File: config.mk
export PLATFORM = sky130hd
export DESIGN_NAME = seg_scan_driver_flat
export DESIGN_NICKNAME = d
export VERILOG_FILES = /design/src/rtl/seg_scan_driver_pkg.sv /design/src/rtl/seg_scan_driver_if.sv /design/src/rtl/seg_scan_driver_bcd_to_seg.sv /design/src/rtl/seg_scan_driver.sv /design/src/flat_wrapper.sv
export SDC_FILE = /design/constraint.sdc
export NUM_CORES = 1
export LEC_CHECK = 0
export CAP_MARGIN = 20
export CORE_MARGIN = 2
export CORE_UTILIZATION = 50
export DETAILED_ROUTE_END_ITERATION = 10
export GPL_TIMING_DRIVEN = 0
export HOLD_SLACK_MARGIN = 0.02
export PLACE_DENSITY_LB_ADDON = 0.08
export SYNTH_ARGS = -nofsm -noshare
export SYNTH_HDL_FRONTEND = slang
export SYNTH_SLANG_ARGS = --single-unit
File: constraint.sdc
create_clock -name clk -period 2.08 [get_ports clk]
set_clock_uncertainty 0.15 [all_clocks]
set_input_delay 0.416 -clock clk [delete_from_list [all_inputs] [get_ports clk]]
set_output_delay 0.416 -clock clk [all_outputs]
set_load 0.02 [all_outputs]
File: src/rtl/seg_scan_driver_pkg.sv
// Shared definitions for the MM:SS seven-segment scan driver: segment
// patterns, digit indexing and the per-slot state encoding.
package seg_scan_driver_pkg;

    localparam int DIGIT_W = 2;
    typedef logic [DIGIT_W-1:0] digit_t;

    // Digit 2 carries the colon (decimal point); digit 3 is minutes tens.
    localparam digit_t COLON_DIGIT = 2'd2;
    localparam digit_t LEAD_DIGIT  = 2'd3;

    // A digit slot is lit while ACTIVE and dark during the trailing GUARD gap.
    typedef enum logic {
        SLOT_ACTIVE = 1'b0,
        SLOT_GUARD  = 1'b1
    } slot_state_t;

    typedef enum logic {
        BLINK_ON  = 1'b0,
        BLINK_OFF = 1'b1
    } blink_phase_t;

    // Active-low segment patterns, bit order {g,f,e,d,c,b,a}.
    localparam logic [6:0] SEG_0    = 7'b1000000;
    localparam logic [6:0] SEG_1    = 7'b1111001;
    localparam logic [6:0] SEG_2    = 7'b0100100;
    localparam logic [6:0] SEG_3    = 7'b0110000;
    localparam logic [6:0] SEG_4    = 7'b0011001;
    localparam logic [6:0] SEG_5    = 7'b0010010;
    localparam logic [6:0] SEG_6    = 7'b0000010;
    localparam logic [6:0] SEG_7    = 7'b1111000;
    localparam logic [6:0] SEG_8    = 7'b0000000;
    localparam logic [6:0] SEG_9    = 7'b0010000;
    localparam logic [6:0] SEG_DASH = 7'b0111111;
    localparam logic [6:0] SEG_OFF  = 7'b1111111;

    // Active-low anode enable for a single digit.
    function automatic logic [3:0] anode_mask(input digit_t d);
        return ~(4'b0001 << d);
    endfunction

endpackage

File: src/rtl/seg_scan_driver_if.sv
// Count-word input and display-pin output bundle of the scan driver.
//
// bcd_valid is a one-cycle strobe with no back-pressure: the driver accepts
// every strobe on the cycle it is high, so there is no ready signal. The
// blink_en and blank_lead inputs are levels. slot_state exposes the per-digit
// slot FSM for observation.
interface seg_scan_driver_if;
    import seg_scan_driver_pkg::*;

    logic [15:0] bcd_in;
    logic        bcd_valid;
    logic        blink_en;
    logic        blank_lead;
    logic [3:0]  an;
    logic [6:0]  seg;
    logic        dp;
    logic        frame_start;
    slot_state_t slot_state;

    modport master (
        output bcd_in, bcd_valid, blink_en, blank_lead,
        input  an, seg, dp, frame_start, slot_state
    );

    modport slave (
        input  bcd_in, bcd_valid, blink_en, blank_lead,
        output an, seg, dp, frame_start, slot_state
    );

endinterface

File: src/rtl/seg_scan_driver_bcd_to_seg.sv
// Combinational BCD digit to active-low seven-segment decoder; values
// 10-15 render as a dash.
module seg_scan_driver_bcd_to_seg
    import seg_scan_driver_pkg::*;
(
    input  logic [3:0] bcd,
    output logic [6:0] seg
);

    // Pattern lookup with dash as the fallback for non-decimal codes.
    always_comb begin
        seg = SEG_DASH;
        case (bcd)
            4'd0:    seg = SEG_0;
            4'd1:    seg = SEG_1;
            4'd2:    seg = SEG_2;
            4'd3:    seg = SEG_3;
            4'd4:    seg = SEG_4;
            4'd5:    seg = SEG_5;
            4'd6:    seg = SEG_6;
            4'd7:    seg = SEG_7;
            4'd8:    seg = SEG_8;
            4'd9:    seg = SEG_9;
            default: seg = SEG_DASH;
        endcase
    end

endmodule

File: src/rtl/seg_scan_driver.sv
// Four-digit multiplexed seven-segment driver for the MM:SS timer count.
// New counts are shadowed and only take effect at frame boundaries so a
// frame never mixes old and new digits.
module seg_scan_driver
    import seg_scan_driver_pkg::*;
#(
    parameter int SCAN_DIV     = 100000,
    parameter int GUARD        = 1000,
    parameter int BLINK_FRAMES = 125
) (
    input logic              clk,
    input logic              rst_n,
    seg_scan_driver_if.slave bus
);

    localparam int CNT_W = $clog2(SCAN_DIV);
    localparam int BLK_W = (BLINK_FRAMES > 1) ? $clog2(BLINK_FRAMES) : 1;
    localparam logic [CNT_W-1:0] CNT_LAST   = CNT_W'(SCAN_DIV - 1);
    localparam logic [CNT_W-1:0] GUARD_PREV = CNT_W'(SCAN_DIV - GUARD - 1);
    localparam logic [BLK_W-1:0] BLINK_LAST = BLK_W'(BLINK_FRAMES - 1);

    logic [CNT_W-1:0] cnt_q;
    digit_t           digit_q;
    slot_state_t      slot_q;
    slot_state_t      slot_d;
    logic [15:0]      pending_q;
    logic [15:0]      disp_q;
    logic [BLK_W-1:0] blink_cnt_q;
    blink_phase_t     blink_q;
    logic [3:0]       an_q;
    logic [6:0]       seg_q;
    logic             dp_q;
    logic             fs_q;

    logic             wrap;
    logic             boundary;
    logic [3:0]       nibble;
    logic [6:0]       dec_seg;
    logic             blank_now;

    assign wrap     = (cnt_q == CNT_LAST);
    // Leaving digit 0 starts a new frame at digit 3.
    assign boundary = wrap && (digit_q == 2'd0);

    // Slot prescaler and digit rotation 3->2->1->0->3.
    always_ff @(posedge clk) begin
        if (!rst_n) begin
            cnt_q   <= '0;
            digit_q <= '0;
        end else if (wrap) begin
            cnt_q   <= '0;
            digit_q <= digit_q - 2'd1;
        end else begin
            cnt_q   <= cnt_q + CNT_W'(1);
        end
    end

    // Slot FSM state register.
    always_ff @(posedge clk) begin
        if (!rst_n) slot_q <= SLOT_ACTIVE;
        else        slot_q <= slot_d;
    end

    // Slot FSM: go dark for the last GUARD cycles, relight on the next digit.
    always_comb begin
        slot_d = slot_q;
        case (slot_q)
            SLOT_ACTIVE: if (cnt_q == GUARD_PREV) slot_d = SLOT_GUARD;
            SLOT_GUARD:  if (wrap)                slot_d = SLOT_ACTIVE;
            default:     slot_d = SLOT_ACTIVE;
        endcase
    end

    // Shadow register; a strobe on the boundary cycle goes straight to disp.
    always_ff @(posedge clk) begin
        if (!rst_n) begin
            pending_q <= '0;
            disp_q    <= '0;
        end else begin
            if (bus.bcd_valid) pending_q <= bus.bcd_in;
            if (boundary)      disp_q    <= bus.bcd_valid ? bus.bcd_in : pending_q;
        end
    end

    // Blink half-period frame counter; held in the ON phase while disabled.
    always_ff @(posedge clk) begin
        if (!rst_n || !bus.blink_en) begin
            blink_cnt_q <= '0;
            blink_q     <= BLINK_ON;
        end else if (boundary) begin
            if (blink_cnt_q == BLINK_LAST) begin
                blink_cnt_q <= '0;
                blink_q     <= (blink_q == BLINK_ON) ? BLINK_OFF : BLINK_ON;
            end else begin
                blink_cnt_q <= blink_cnt_q + BLK_W'(1);
            end
        end
    end

    // Digit selection and the three blanking causes.
    always_comb begin
        nibble    = disp_q[{digit_q, 2'b00} +: 4];
        blank_now = (slot_q == SLOT_GUARD)
                 || (bus.blink_en && (blink_q == BLINK_OFF))
                 || ((digit_q == LEAD_DIGIT) && bus.blank_lead && (disp_q[15:12] == 4'h0));
    end

    seg_scan_driver_bcd_to_seg u_dec (
        .bcd (nibble),
        .seg (dec_seg)
    );

    // Registered display pins, one cycle behind the scan state.
    always_ff @(posedge clk) begin
        if (!rst_n) begin
            an_q  <= 4'b1111;
            seg_q <= SEG_OFF;
            dp_q  <= 1'b1;
            fs_q  <= 1'b0;
        end else begin
            fs_q <= boundary;
            if (blank_now) begin
                an_q  <= 4'b1111;
                seg_q <= SEG_OFF;
                dp_q  <= 1'b1;
            end else begin
                an_q  <= anode_mask(digit_q);
                seg_q <= dec_seg;
                dp_q  <= (digit_q != COLON_DIGIT);
            end
        end
    end

    assign bus.an          = an_q;
    assign bus.seg         = seg_q;
    assign bus.dp          = dp_q;
    assign bus.frame_start = fs_q;
    assign bus.slot_state  = slot_q;

endmodule

File: src/flat_wrapper.sv
// flat-port wrapper written by rule: the top's interface ports become plain ports
module seg_scan_driver_flat import seg_scan_driver_pkg::*;
#(
    parameter int SCAN_DIV     = 100000,
    parameter int GUARD        = 1000,
    parameter int BLINK_FRAMES = 125
)
  (clk, rst_n, bus_bcd_in, bus_bcd_valid, bus_blink_en, bus_blank_lead, bus_an, bus_seg, bus_dp, bus_frame_start, bus_slot_state);
  seg_scan_driver_if bus_i ();
  input logic clk;
  input logic rst_n;
  input wire logic [$bits(bus_i.bcd_in)-1:0] bus_bcd_in;
  input wire logic [$bits(bus_i.bcd_valid)-1:0] bus_bcd_valid;
  input wire logic [$bits(bus_i.blink_en)-1:0] bus_blink_en;
  input wire logic [$bits(bus_i.blank_lead)-1:0] bus_blank_lead;
  output wire logic [$bits(bus_i.an)-1:0] bus_an;
  output wire logic [$bits(bus_i.seg)-1:0] bus_seg;
  output wire logic [$bits(bus_i.dp)-1:0] bus_dp;
  output wire logic [$bits(bus_i.frame_start)-1:0] bus_frame_start;
  output wire logic [$bits(bus_i.slot_state)-1:0] bus_slot_state;
  assign bus_i.bcd_in = bus_bcd_in;
  assign bus_i.bcd_valid = bus_bcd_valid;
  assign bus_i.blink_en = bus_blink_en;
  assign bus_i.blank_lead = bus_blank_lead;
  assign bus_an = bus_i.an;
  assign bus_seg = bus_i.seg;
  assign bus_dp = bus_i.dp;
  assign bus_frame_start = bus_i.frame_start;
  assign bus_slot_state = bus_i.slot_state;
  seg_scan_driver #(.SCAN_DIV(SCAN_DIV), .GUARD(GUARD), .BLINK_FRAMES(BLINK_FRAMES)) u_core (.clk(clk), .rst_n(rst_n), .bus(bus_i));
endmodule
==> impl_metrics.env <==
export IMPL_final_period_minus_worst_setup_slack_ns=2.28
export IMPL_power_static_leakage_nw=1.56
export IMPL_final_hold_violation_count=0
export IMPL_largest_delay_share_family_worst_path="simple AND/OR/NAND/NOR gates"
export IMPL_drv_cap=0
export IMPL_fillers=514
export IMPL_hpwlAfterDp_mm=5.06
export IMPL_post_dp_cell_area_um2=3730
export IMPL_worstPathArrival_ns=2.41
export IMPL_synth_warning_count=0
export IMPL_critical_path_slowest_cell="sky130_fd_sc_hd__or4b_4"
export IMPL_number_of_global_route_vias_before_repair=2643
export IMPL_maxSlewViolCount=0
export IMPL_number_of_standard_cells_in_the_layout_taps_in_and_fillers_out=490
export IMPL_h_tree_depth=3
export IMPL_yosys_cell_count_top_type="sky130_fd_sc_hd__dfxtp_1"
export IMPL_crit_chain="or4b_4 -> or4_4 -> or4b_4 -> a21oi_2"
export IMPL_postSynthNetCount=387
export IMPL_netlist_area_um2=3240
export IMPL_timing_final_ws_setup_ns=-0.200
export IMPL_grt_total_usage=0.219
export IMPL_cts_root_buf="sky130_fd_sc_hd__clkbuf_8"
export IMPL_synth_largest_area_cell="sky130_fd_sc_hd__dfxtp_1"
export IMPL_layout_drive_gt1_share=0.286
export IMPL_cells_taking_the_most_area_after_synthesis="sky130_fd_sc_hd__dfxtp_1, sky130_fd_sc_hd__mux2_2, sky130_fd_sc_hd__ha_1, sky130_fd_sc_hd__a21oi_1, sky130_fd_sc_hd__o21ai_0"
export IMPL_clkTransAtPathRegs_ns=0.07
export IMPL_vias_per_cell=5.69
export IMPL_worstSetupStartpointType="flop"
export IMPL_globalRouteOverflowTotal=0
export IMPL_route_vias_total=2790
export IMPL_tritoncts_num_sinks=72
export IMPL_reg2reg_from="u_core.cnt_q[14]$_SDFF_PP0_"
export IMPL_crit_path_end_kind="flop"
export IMPL_postRouteWirelength_mm=7.37
export IMPL_worst_ir_drop_vdd_uv=470
export IMPL_setup_worst_path_class="flop to flop"
export IMPL_critical_path_startpoint="u_core.cnt_q[14]$_SDFF_PP0_"
export IMPL_layout_nets=441
export IMPL_drt_antenna_violating_nets=0
export IMPL_antenna_cells_inserted=0
export IMPL_numCtsBuffers=9
export IMPL_synth_edff_count=0
export IMPL_timing_critical_path_fanout_max=4
export IMPL_synth_top_cells_by_count="sky130_fd_sc_hd__dfxtp_1, sky130_fd_sc_hd__a21oi_1, sky130_fd_sc_hd__o21ai_0"
export IMPL_finalSetupViolCount=41
export IMPL_floorplan_rows=29
export IMPL_drt_pass1_iter_count=4
export IMPL_netlist_instances=354
export IMPL_cts_tree="yes"
export IMPL_slew_limit_headroom=0.616
export IMPL_finish_utilization=0.682
export IMPL_hold_path_class="flop to flop"
export IMPL_total_buffers_and_inverters_traversed_by_the_critical_path=0
export IMPL_power_density_nw_per_um2=670
export IMPL_worstMarginPinSlew_ns=0.576
export IMPL_yosysSeqAreaShare=0.445
export IMPL_core_area_um2=6310
export IMPL_cp_common_cell="sky130_fd_sc_hd__or4b_4"
export IMPL_syn_area_per_cell_um2=9.15
export IMPL_stdcell_area_um2=4310
export IMPL_postSynthRegisterBits=72
export IMPL_die_outline_width_um=84.5
export IMPL_first_iter_violations=123
export IMPL_outcome="complete, but fails checks"
export IMPL_netlist_cell_type_count=42
export IMPL_worstSkewPairLatency_ns=0.34
export IMPL_post_drt_wl_per_cell_um=15.0
export IMPL_ff_latch_area_um2=1460
export IMPL_max_freq_mhz=439
export IMPL_grt_max_degree=13
export IMPL_violated_checks="negative setup slack"
export IMPL_floorplan_initialDensity=0.513
export IMPL_timing_setup_tns_ns=-5.33
export IMPL_port_buffer_count=33
export IMPL_grt_first_pass_wirelength_mm=12.6
export IMPL_timing_final_crit_share=1.10
export IMPL_fp_dieArea_um2=7140
export IMPL_gp_congestion=0.849
export IMPL_setup_repair_after_global_routing_missed_its_margin="true"
export IMPL_async_flop_share=0
export IMPL_num_io_pins=35
export IMPL_ys_dominant_reg_cell="sky130_fd_sc_hd__dfxtp_1"
export IMPL_multi_input_comb_area_um2=1820
export IMPL_antenna_violations_before_repair=0
export IMPL_drt_drc_violations_left=0
export IMPL_die_h_um=84.5
export IMPL_signed_area_change_from_the_synthesized_netlist_to_the_final_layout_pct=33.0
export IMPL_dpl_cell_count=464
export IMPL_netlist_area_leader_share=0.445
export IMPL_timing_critical_path_required_ns=2.21
export IMPL_hold_start="u_core.disp_q[9]$_SDFFE_PN0P_"
export IMPL_cts_buffer_depth=2
export IMPL_critical_path_max_stage_delay_ns=0.56
through the flow:
| step | power (mW) | hold slack [ns] | setup WS [ns] |
|---|---|---|---|
| floorplan | 1.53 | 0.276 | -0.118 |
| global placement | 1.60 | 0.293 | -0.371 |
| detailed placement | 1.61 | 0.307 | -0.384 |
| CTS | 2.90 | 0.319 | -0.168 |
| global route | 3.00 | 0.336 | -0.231 |
| finish | 2.89 | 0.317 | -0.200 |
final timing paths:
check | end | slack [ns] | cells after the start
worst max-delay path | u_core.blink_cnt_q[4]$_SDFFE_PP0P_ | -0.20 | 4
worst min-delay path | u_core.disp_q[9]$_SDFFE_PN0P_ | 0.32 | 2
worst min register to register | u_core.disp_q[9]$_SDFFE_PN0P_ | 0.32 | 2
worst max register to register | u_core.blink_cnt_q[4]$_SDFFE_PP0P_ | -0.20 | 4
cell type report:
| cell class | count | area share |
|---|---|---|
| repair buffers | 45 | 0.104 |
| well taps | 77 | 0.0224 |
| inverters | 12 | 0.0116 |
| clock buffers | 9 | 0.0288 |
| plain buffers | 23 | 0.0447 |
| flip-flops and latches | 72 | 0.340 |
| clock inverters | 7 | 0.0256 |
| multi-input cells | 245 | 0.423 |
logic make-up (layout without fill, tap and decap cells):
family | after synthesis | after routing | share of synthesized area
DFF | 72 | 72 | 0.445
and+or+nand+nor | 125 | 125 | 0.214
muxes | 23 | 23 | 0.0931
buffers and inverters | 37 | 96 | 0.0448
adders and majority gates | 12 | 12 | 0.0464
AOI/OAI and AO/OA | 73 | 73 | 0.124
xor gates and xnor gates | 12 | 12 | 0.0325
layer usage:
metal | wire, µm | vias to the layer above | share of wire | track usage
met5 | 0 | - | 0 | 0
met4 | 153 | 0 | 0.021 | 0.0823
met3 | 313 | 15 | 0.042 | 0.0452
met2 | 3420 | 64 | 0.46 | 0.346
met1 | 3480 | 1343 | 0.47 | 0.299
li1 | - | 1368 | - | -
power by group:
| group | internal [mW] | switching (mW) | total [mW] |
|---|---|---|---|
| clock | 0.788 | 0.520 | 1.31 |
| sequential | 1.41 | 0.0130 | 1.42 |
| combinational | 0.0901 | 0.0697 | 0.160 |
| total | 2.28 | 0.603 | 2.89 |
flip-flops by register name, indices dropped and copies added, names as in the netlist:
register / cells
u_core.blink_cnt_q: 7
u_core.blink_q: 1
u_core.bus.an: 3
u_core.bus.dp: 1
u_core.bus.frame_start: 1
u_core.bus.seg: 7
u_core.bus.slot_state: 1
u_core.cnt_q: 17
u_core.digit_q: 2
u_core.disp_q: 16
u_core.pending_q: 16
cell usage in the layout (no fill, tap or decap), drive strengths merged, types with 3 or more instances in the layout:
master | Yosys | final
mux2 | 17 | 17
a21oi | 29 | 29
buf | 3 | 17
clkbuf | 22 | 27
o21a | 3 | 3
nor4 | 5 | 5
clkinv | 0 | 4
nand4 | 7 | 7
mux4 | 4 | 4
xor2 | 9 | 9
o21ai | 30 | 30
bufinv | 0 | 3
ha | 12 | 12
nand3 | 27 | 27
nor2 | 20 | 20
and2 | 18 | 18
dfxtp | 72 | 72
o31ai | 3 | 3
xnor2 | 3 | 3
clkdlybuf4s50 | 0 | 33
or3 | 4 | 4
and4 | 5 | 5
inv | 12 | 12
nor3 | 4 | 4
nand2 | 17 | 17
and3 | 6 | 6
repair_timing:
action                                  CTS  global route
endpoints found under the hold margin     0             0
buffers inserted                          7             3
cloned                                    1             1
hold buffers                              0             0
resized for setup                        46            37
endpoints found under the setup margin   49            52
pin swaps                                 9             7
worst register-to-register path, stage by stage (launching register included):
cell	delay (ns)
sky130_fd_sc_hd__dfxtp_2	0.34
sky130_fd_sc_hd__or4b_4	0.56
sky130_fd_sc_hd__or4_4	0.55
sky130_fd_sc_hd__or4b_4	0.50
sky130_fd_sc_hd__a21oi_2	0.12
No activity file was read; power rests on OpenSTA's default activity.
